--- src/rtl/lsu_pkg.sv ---
// Shared state encoding, funct3 constants and decode helpers for the load/store controller.
package lsu_pkg;

   typedef enum logic [1:0] {
      IDLE   = 2'd0,
      ACCESS = 2'd1,
      RESP   = 2'd2
   } lsu_state_e;

   localparam logic [1:0] S_IDLE   = 2'd0;
   localparam logic [1:0] S_ACCESS = 2'd1;
   localparam logic [1:0] S_RESP   = 2'd2;

   localparam logic [2:0] F3_B  = 3'b000;
   localparam logic [2:0] F3_H  = 3'b001;
   localparam logic [2:0] F3_W  = 3'b010;
   localparam logic [2:0] F3_BU = 3'b100;
   localparam logic [2:0] F3_HU = 3'b101;

   localparam int TAG_W = 5;

   // Stores only have B/H/W; loads additionally have the unsigned BU/HU forms.
   function automatic logic f3_illegal(input logic we, input logic [2:0] f3);
      logic bad;
      if (we) begin
         bad = (f3 != F3_B) && (f3 != F3_H) && (f3 != F3_W);
      end else begin
         bad = (f3 == 3'b011) || (f3 == 3'b110) || (f3 == 3'b111);
      end
      return bad;
   endfunction

   function automatic logic f3_misaligned(input logic [2:0] f3, input logic [1:0] a_lo);
      logic mis;
      mis = 1'b0;
      case (f3)
         F3_H, F3_HU: mis = a_lo[0];
         F3_W:        mis = (a_lo != 2'b00);
         default:     mis = 1'b0;
      endcase
      return mis;
   endfunction

endpackage

--- src/rtl/lsu_ctrl_load_extend.sv ---
// Combinational byte/half/word select with sign or zero extension for loads.
module load_extend
   import lsu_pkg::*;
#(
   parameter int ADDRESS_LENGTH = 32,
   parameter int WORD_LENGTH    = 8
) (
   input  logic [2:0]                i_funct3,
   input  logic [ADDRESS_LENGTH-1:0] i_word,
   output logic [ADDRESS_LENGTH-1:0] o_result
);

   localparam int HALF_LENGTH = 2 * WORD_LENGTH;

   logic [WORD_LENGTH-1:0] w_byte;
   logic [HALF_LENGTH-1:0] w_half;

   assign w_byte = i_word[WORD_LENGTH-1:0];
   assign w_half = i_word[HALF_LENGTH-1:0];

   // Unknown funct3 yields zero; the controller forces zero for errors anyway.
   always_comb begin
      o_result = '0;
      case (i_funct3)
         F3_B:    o_result = {{(ADDRESS_LENGTH-WORD_LENGTH){w_byte[WORD_LENGTH-1]}}, w_byte};
         F3_H:    o_result = {{(ADDRESS_LENGTH-HALF_LENGTH){w_half[HALF_LENGTH-1]}}, w_half};
         F3_W:    o_result = i_word;
         F3_BU:   o_result = {{(ADDRESS_LENGTH-WORD_LENGTH){1'b0}}, w_byte};
         F3_HU:   o_result = {{(ADDRESS_LENGTH-HALF_LENGTH){1'b0}}, w_half};
         default: o_result = '0;
      endcase
   end

endmodule

--- src/rtl/lsu_ctrl.sv ---
// Load/store unit controller: one request at a time, one RAM access cycle, registered response.
// Optional misalignment trapping is enabled by defining LSU_MISALIGN_TRAP_EN.
//
// state  | meaning
// IDLE   | ready for a request
// ACCESS | RAM port driven for one cycle; load data sampled at its end
// RESP   | response held until writeback takes it; may accept the next request
module lsu_ctrl
   import lsu_pkg::*;
#(
   parameter int ADDRESS_LENGTH = 32,
   parameter int WORD_LENGTH    = 8
) (
   input  logic                      i_clk,
   input  logic                      i_rst_n,
   input  logic                      i_req_valid,
   output logic                      o_req_ready,
   input  logic                      i_req_we,
   input  logic [2:0]                i_req_funct3,
   input  logic [ADDRESS_LENGTH-1:0] i_req_addr,
   input  logic [ADDRESS_LENGTH-1:0] i_req_wdata,
   input  logic [TAG_W-1:0]          i_req_rd,
   output logic                      o_resp_valid,
   input  logic                      i_resp_ready,
   output logic [ADDRESS_LENGTH-1:0] o_resp_rdata,
   output logic [TAG_W-1:0]          o_resp_rd,
   output logic                      o_resp_err,
   output logic [ADDRESS_LENGTH-1:0] o_mem_a,
   output logic [ADDRESS_LENGTH-1:0] o_mem_wd,
   output logic                      o_mem_sb,
   output logic                      o_mem_sh,
   output logic                      o_mem_sw,
   input  logic [ADDRESS_LENGTH-1:0] i_mem_rd
);

   logic [1:0]                r_state;
   logic                      r_we;
   logic [2:0]                r_funct3;
   logic [ADDRESS_LENGTH-1:0] r_addr;
   logic [ADDRESS_LENGTH-1:0] r_wdata;
   logic [TAG_W-1:0]          r_rd;
   logic [ADDRESS_LENGTH-1:0] r_resp_rdata;
   logic [TAG_W-1:0]          r_resp_rd;
   logic                      r_resp_err;

   logic                      w_accept;
   logic                      w_err;
   logic                      w_store_go;
   logic [ADDRESS_LENGTH-1:0] w_ext;
   logic [ADDRESS_LENGTH-1:0] w_rdata_next;

   load_extend #(
      .ADDRESS_LENGTH (ADDRESS_LENGTH),
      .WORD_LENGTH    (WORD_LENGTH)
   ) u_load_extend (
      .i_funct3 (r_funct3),
      .i_word   (i_mem_rd),
      .o_result (w_ext)
   );

`ifdef LSU_MISALIGN_TRAP_EN
   assign w_err = f3_illegal(r_we, r_funct3) | f3_misaligned(r_funct3, r_addr[1:0]);
`else
   assign w_err = f3_illegal(r_we, r_funct3);
`endif

   always_comb begin
      o_req_ready = 1'b0;
      case (r_state)
         S_IDLE:  o_req_ready = i_rst_n;
         S_RESP:  o_req_ready = i_rst_n & i_resp_ready;
         default: o_req_ready = 1'b0;
      endcase
   end

   assign w_accept     = o_req_ready & i_req_valid;
   assign w_rdata_next = (r_we | w_err) ? '0 : w_ext;

   // Strobes also gated by reset so a reset landing on ACCESS cannot write.
   assign w_store_go = (r_state == S_ACCESS) & i_rst_n & r_we & ~w_err;
   assign o_mem_sb   = w_store_go & (r_funct3 == F3_B);
   assign o_mem_sh   = w_store_go & (r_funct3 == F3_H);
   assign o_mem_sw   = w_store_go & (r_funct3 == F3_W);

   assign o_mem_a      = r_addr;
   assign o_mem_wd     = r_wdata;
   assign o_resp_valid = (r_state == S_RESP);
   assign o_resp_rdata = r_resp_rdata;
   assign o_resp_rd    = r_resp_rd;
   assign o_resp_err   = r_resp_err;

   always_ff @(posedge i_clk) begin
      if (!i_rst_n) begin
         r_state      <= S_IDLE;
         r_we         <= 1'b0;
         r_funct3     <= 3'b000;
         r_addr       <= '0;
         r_wdata      <= '0;
         r_rd         <= '0;
         r_resp_rdata <= '0;
         r_resp_rd    <= '0;
         r_resp_err   <= 1'b0;
      end else begin
         if (w_accept) begin
            r_we     <= i_req_we;
            r_funct3 <= i_req_funct3;
            r_addr   <= i_req_addr;
            r_wdata  <= i_req_wdata;
            r_rd     <= i_req_rd;
         end
         case (r_state)
            S_IDLE: begin
               if (w_accept) r_state <= S_ACCESS;
            end
            S_ACCESS: begin
               r_resp_rdata <= w_rdata_next;
               r_resp_err   <= w_err;
               r_resp_rd    <= r_rd;
               r_state      <= S_RESP;
            end
            S_RESP: begin
               if (w_accept)          r_state <= S_ACCESS;
               else if (i_resp_ready) r_state <= S_IDLE;
            end
            default: r_state <= S_IDLE;
         endcase
      end
   end

endmodule

--- config.mk ---
export PLATFORM = sky130hd
export DESIGN_NAME = lsu_ctrl
export DESIGN_NICKNAME = d
export VERILOG_FILES = /design/src/rtl/lsu_pkg.sv /design/src/rtl/lsu_ctrl_load_extend.sv /design/src/rtl/lsu_ctrl.sv
export SDC_FILE = /design/constraint.sdc
export NUM_CORES = 1
export LEC_CHECK = 0
export BUFFER_PORTS_ARGS = -buffer_cell sky130_fd_sc_hd__buf_2
export CORE_MARGIN = 4
export CORE_UTILIZATION = 35
export DETAILED_ROUTE_END_ITERATION = 7
export SLEW_MARGIN = 25
export SYNTH_ARGS = -nofsm -noshare
export SYNTH_HDL_FRONTEND = slang
export SYNTH_HIERARCHICAL = 1
export SYNTH_SLANG_ARGS = --single-unit
--- constraint.sdc ---
create_clock -name i_clk -period 1.9 [get_ports i_clk]
set_clock_uncertainty 0.1 [all_clocks]
set_input_delay 0.38 -clock i_clk [delete_from_list [all_inputs] [get_ports i_clk]]
set_output_delay 0.38 -clock i_clk [all_outputs]
set_load 0.01 [all_outputs]
; ---- After elaboration in Yosys (flattened, before gate mapping)
; Index checks and enable logic that the tools add are counted.
[op_classes]
eq_ne = 13
mux = 8
n_reduce_logical = 8
n_bitwise = 10
[op_table]
columns = operator, count
row1 = $pmux W32 S5, 1
row2 = $mux W32, 1
row3 = $eq A3 B3 Y1 const B, 4
row4 = $and A1 B1 Y1, 8
row5 = $eq A3 B2 Y1 const B, 2
row6 = $mux W2, 3
row7 = $ne A3 B1 Y1 const B, 2
row8 = $pmux W2 S3, 1
row9 = $eq A3 B1 Y1 const B, 1
row10 = $logic_not A3 Y1, 1
row11 = $ne A3 B2 Y1 const B, 1
row12 = $reduce_bool A3 Y1, 1
row13 = $eq A2 B1 Y1 const B, 1
row14 = $eq A2 B2 Y1 const B, 1
row15 = $logic_and A1 B1 Y1, 2
row16 = $logic_not A2 Y1, 1
row17 = $logic_or A1 B1 Y1, 2
row18 = $ne A2 B2 Y1 const B, 1
row19 = $pmux W1 S2, 1
row20 = $reduce_and A2 Y1, 1
row21 = $mux W1, 1
row22 = $not A1 Y1, 1
row23 = $or A1 B1 Y1, 1
[word_totals]
input_bits = 109
regBits = 113
output_inout_bits = 107
wordCells = 48

; ---- Logic depth before layout (Yosys ltp)
[logic_depth]
depth_word = 7
depth_mapped = 6

; ---- Hierarchy
; Netlist, hierarchy kept.
[modules_own_cells]
columns = module, instances, area_per_inst_um2, cells_each, seq_area_each_um2
row1 = lsu_ctrl, 1, 4294.1, 437, 2262.2
row2 = load_extend, 1, 593.1, 71, 0.0

; ---- Worst setup path after synthesis
; No wires, ideal clock.
[synth_path]
path_type = reg-to-output
from = register r_state[1]
to = output o_mem_sb
setup_slack_ps = 195
arrival_ps = 1225
path_stages_with_launch = 5
path_cell_list = dfxtp_1 -> nand2b_1 -> buf_6 -> or4_1 -> nor2_1
[synth_between]
elab_chain_cells = 5
[synth_rtl]
columns = element, line_no
row1 = from (decl), lsu_ctrl.sv:36  ; logic [1:0] r_state;
row2 = from (signal assigned), lsu_ctrl.sv:94  ; r_state <= S_IDLE;
row3 = from (signal assigned), lsu_ctrl.sv:113  ; if (w_accept) r_state <= S_ACCESS;
row4 = from (signal assigned), lsu_ctrl.sv:119  ; r_state <= S_RESP;
row5 = $eq A2 B1 Y1, lsu_ctrl.sv:80  ; assign w_store_go = (r_state == S_ACCESS) & i_rst_n & r_we & ~w_err;
row6 = $and A1 B1 Y1 (3 in a row), lsu_ctrl.sv:80
row7 = $and A1 B1 Y1, lsu_ctrl.sv:81  ; assign o_mem_sb = w_store_go & (r_funct3 == F3_B);
row8 = to (decl), lsu_ctrl.sv:30  ; output logic o_mem_sb,
; No other way between the ends.

; ---- Final worst setup path
[layout_path]
from = register r_we
to = output o_mem_sw
[layout_between]
elab_chain_cells = 4
elab_cells_between_ends = 5
[layout_rtl]
columns = element, line_no
row1 = from (decl), lsu_ctrl.sv:37  ; logic r_we;
row2 = from (signal assigned), lsu_ctrl.sv:105  ; r_we <= i_req_we;
row3 = $mux W1, lsu_pkg.sv:25  ; if (we) begin
row4 = $not A1 Y1, lsu_ctrl.sv:80
row5 = $and A1 B1 Y1 (*), lsu_ctrl.sv:80
row6 = $and A1 B1 Y1 (*), lsu_ctrl.sv:83  ; assign o_mem_sw = w_store_go & (r_funct3 == F3_W);
row7 = to (decl), lsu_ctrl.sv:32  ; output logic o_mem_sw,
; Mark *: on every way between the ends. The rest lies on a longest branch, timed or not.

==> results.yml <==
cts:
  cts_tree: "yes"
  cts_made_buffers: 17
  worstSkewPairLatency_ps: 410
  ctsHoldBuffers: 0
  numClockSinks: 113
  clk_path_buf_depth: 2
  clock-root-buffer: "clkbuf_16"
  h-tree-depth: 4
  cts.clk_slew.worst_paths_ps: 50
route:
  wl_met2_um: 5790
  routed.top_layer: "met4"
  vias_per_cell: 4.69
  drtIter0Drc: 133
  first_pass_iters: 4
  wl_um: 12900
  routedWlPerCell_um: 14.3
  vias: 4247
  postRouteAntennaNets: 0
  drt-met1-wl_um: 5490
  wl_met3_um: 1280
  drcViolationCount: 0
floorplan:
  initial_core_util: 0.363
  die_y_um: 126
  coreArea_sq_mm: 0.0135
  dieArea_sq_mm: 0.0159
  io_pins: 216
  fp-row-count: 42
  dieWidth_um: 126
worst_setup_path:
  crit_type: "register to output pin"
  end_kind: "output pin"
  cp-start-kind: "register"
  crit_required_ps: 1420
  cp-startpoint: "r_we$_SDFFE_PN0P_"
  crit_chain: "nand2_2 > or4_4 > nor2_1 > buf_2"
  slowest_stage: "or4_4"
  max_stage_delay_ps: 490
  cp.arrival_ps: 1520
  r2r-start: "r_funct3[1]$_SDFFE_PN0P_"
  worstPathMaxFanout: 3
sta:
  min_period_ps: 2000
  grt_setup_unrepaired: "yes"
  hold_viol: 0
  setup_viol: 2
  fin_crit_sh: 1.05
  whs_ps: 115
  final_max_slew_viol_count: 0
  fmax_mhz: 500
  fin_tns_setup_ps: -196
  slew_headroom: 0.459
  tightest_slew_ps: 803
  fin_ws_ps: -98.6
min_path:
  hp-start: "i_req_addr[1]"
  hold_class: "input pin to register"
layout:
  drive_gt1_frac: 0.391
  fin_area_sq_mm: 0.00680
  final_nets: 824
  final_common_cell: "buf_2"
  fillers: 1282
  area_growth_pct: 39.2
  most-common-layout-cells: "buf_2 (213), nand2_1 (156), dfxtp_1 (109)"
  fin_util: 0.506
global_route:
  grtUsageTotal: 0.164
  grt_max_degree: 131
  first_global_vias: 4262
  grt_pass1_wl_um: 21300
  antenna_found_initial: 1
  gr-total-overflow: 0
logic_synthesis:
  syn_nets: 617
  async_flop_share: 0
  synth_area_per_cell_sq_um: 9.62
  synth_edf_count: 0
  ys_ff_latch: 113
  ys_types: 32
  synth_top_area_cell: "dfxtp_1"
  yosys_most_used_dff: "dfxtp_1"
  yosysSeqAreaShare: 0.463
  ys_top_cells_by_area: "dfxtp_1 (46%), mux2i_1 (20%), nand2_1 (12%)"
  syn_inst: 508
  synthDominantCellAreaShare: 0.463
  yosysWarnings: 6
  netlist_area_sq_mm: 0.00489
placed_design:
  place_congestion: 0.800
  place_hpwl_um: 9080
  dpl-instance-area_sq_mm: 0.00605
  port_buffers: 215
pwr:
  power.density_mw_per_mm2: 1020
  ir_worst_vdd_uv: 706
  p_leak_nw: 3.28
run:
  drv_cap: 0
outcome:
  status: "complete, but fails checks"
  violations: "negative setup slack"
-- per-stage QoR --
stage	power, mW	setup WS (ps)	instances
CTS	7.07	-151	904
finish	6.96	-98.6	905
floorplan	3.22	195	508
global route	7.28	-172	905
global placement	3.53	167	868
detailed placement	3.56	180	868
-- cells in the mapped netlist, types with 3 or more instances --
master     number
a22o_1         32
buf_4           3
clkbuf_1       10
nor2b_1         4
nor2_1          4
dfxtp_1       113
o21ai_2         3
nand2_1       158
and2_1         10
o21ai_0         6
buf_6          20
a21boi_0        5
o2bb2ai_1       7
mux2i_1        97
o21ai_1         9
buf_2          11
-- state kept, by name (all words and copies together) (netlist names) --
| name | cells |
|---|---|
| r_funct3 | 3 |
| o_mem_wd | 32 |
| o_resp_rd | 5 |
| o_resp_err | 1 |
| r_rd | 5 |
| r_we | 1 |
| o_mem_a | 32 |
| r_state | 2 |
| o_resp_rdata | 32 |
-- critical path, delay by kind of cell (launching register included) --
| kind | cells | cell delay, ps |
|---|---|---|
| flip-flops | 1 | 350 |
| buffers and inverters | 1 | 130 |
| AND/OR/NAND/NOR | 3 | 640 |
-- what timing repair did --
action,4_1_cts,5_1_grt
pin swaps,5,4
resized for setup,17,5
setup endpoints to repair,3,3
setup buffers,5,0
-- area by class of cell --
type	count	area [sq um]	share of cell area
multi-input combinational	349	2330	0.342
inverter	1	6.26	0.000920
tap	176	220	0.0324
sequential	113	2270	0.334
clock buffer	23	498	0.0732
timing repair buffer	233	1320	0.195
antenna	1	2.50	0.000368
clock inverter	9	151	0.0223
-- metal layers --
layer,track usage,vias up
met5,0,-
met4,0.0808,0
met3,0.0749,23
met2,0.252,173
met1,0.195,1913
li1,-,2138
-- power breakdown --
part | switching, mW | leakage (nW) | internal, mW
Clock | 1.08 | 0.319 | 2.36
Sequential | 0.0782 | 0.928 | 2.52
Combinational | 0.479 | 2.03 | 0.445
Total | 1.63 | 3.28 | 5.33
-- cell families after synthesis --
family | synth area share
buffers and inverters | 0.0714
flip-flops | 0.463
AND/OR/NAND/NOR | 0.162
multiplexers | 0.199
AO/OA/AOI/OAI | 0.105
-- final timing paths --
path / endpoint / slack [ps] / cells past startpoint
max: o_mem_sw / -100 / 4
min: o_mem_a[1]$_SDFFE_PN0P_ / 110 / 3
max reg2reg: o_resp_rdata[9]$_SDFFE_PN0N_ / 210 / 5
min reg2reg: o_mem_wd[17]$_SDFFE_PN0P_ / 350 / 2
Note: power is estimated with default switching activity, not from simulation.
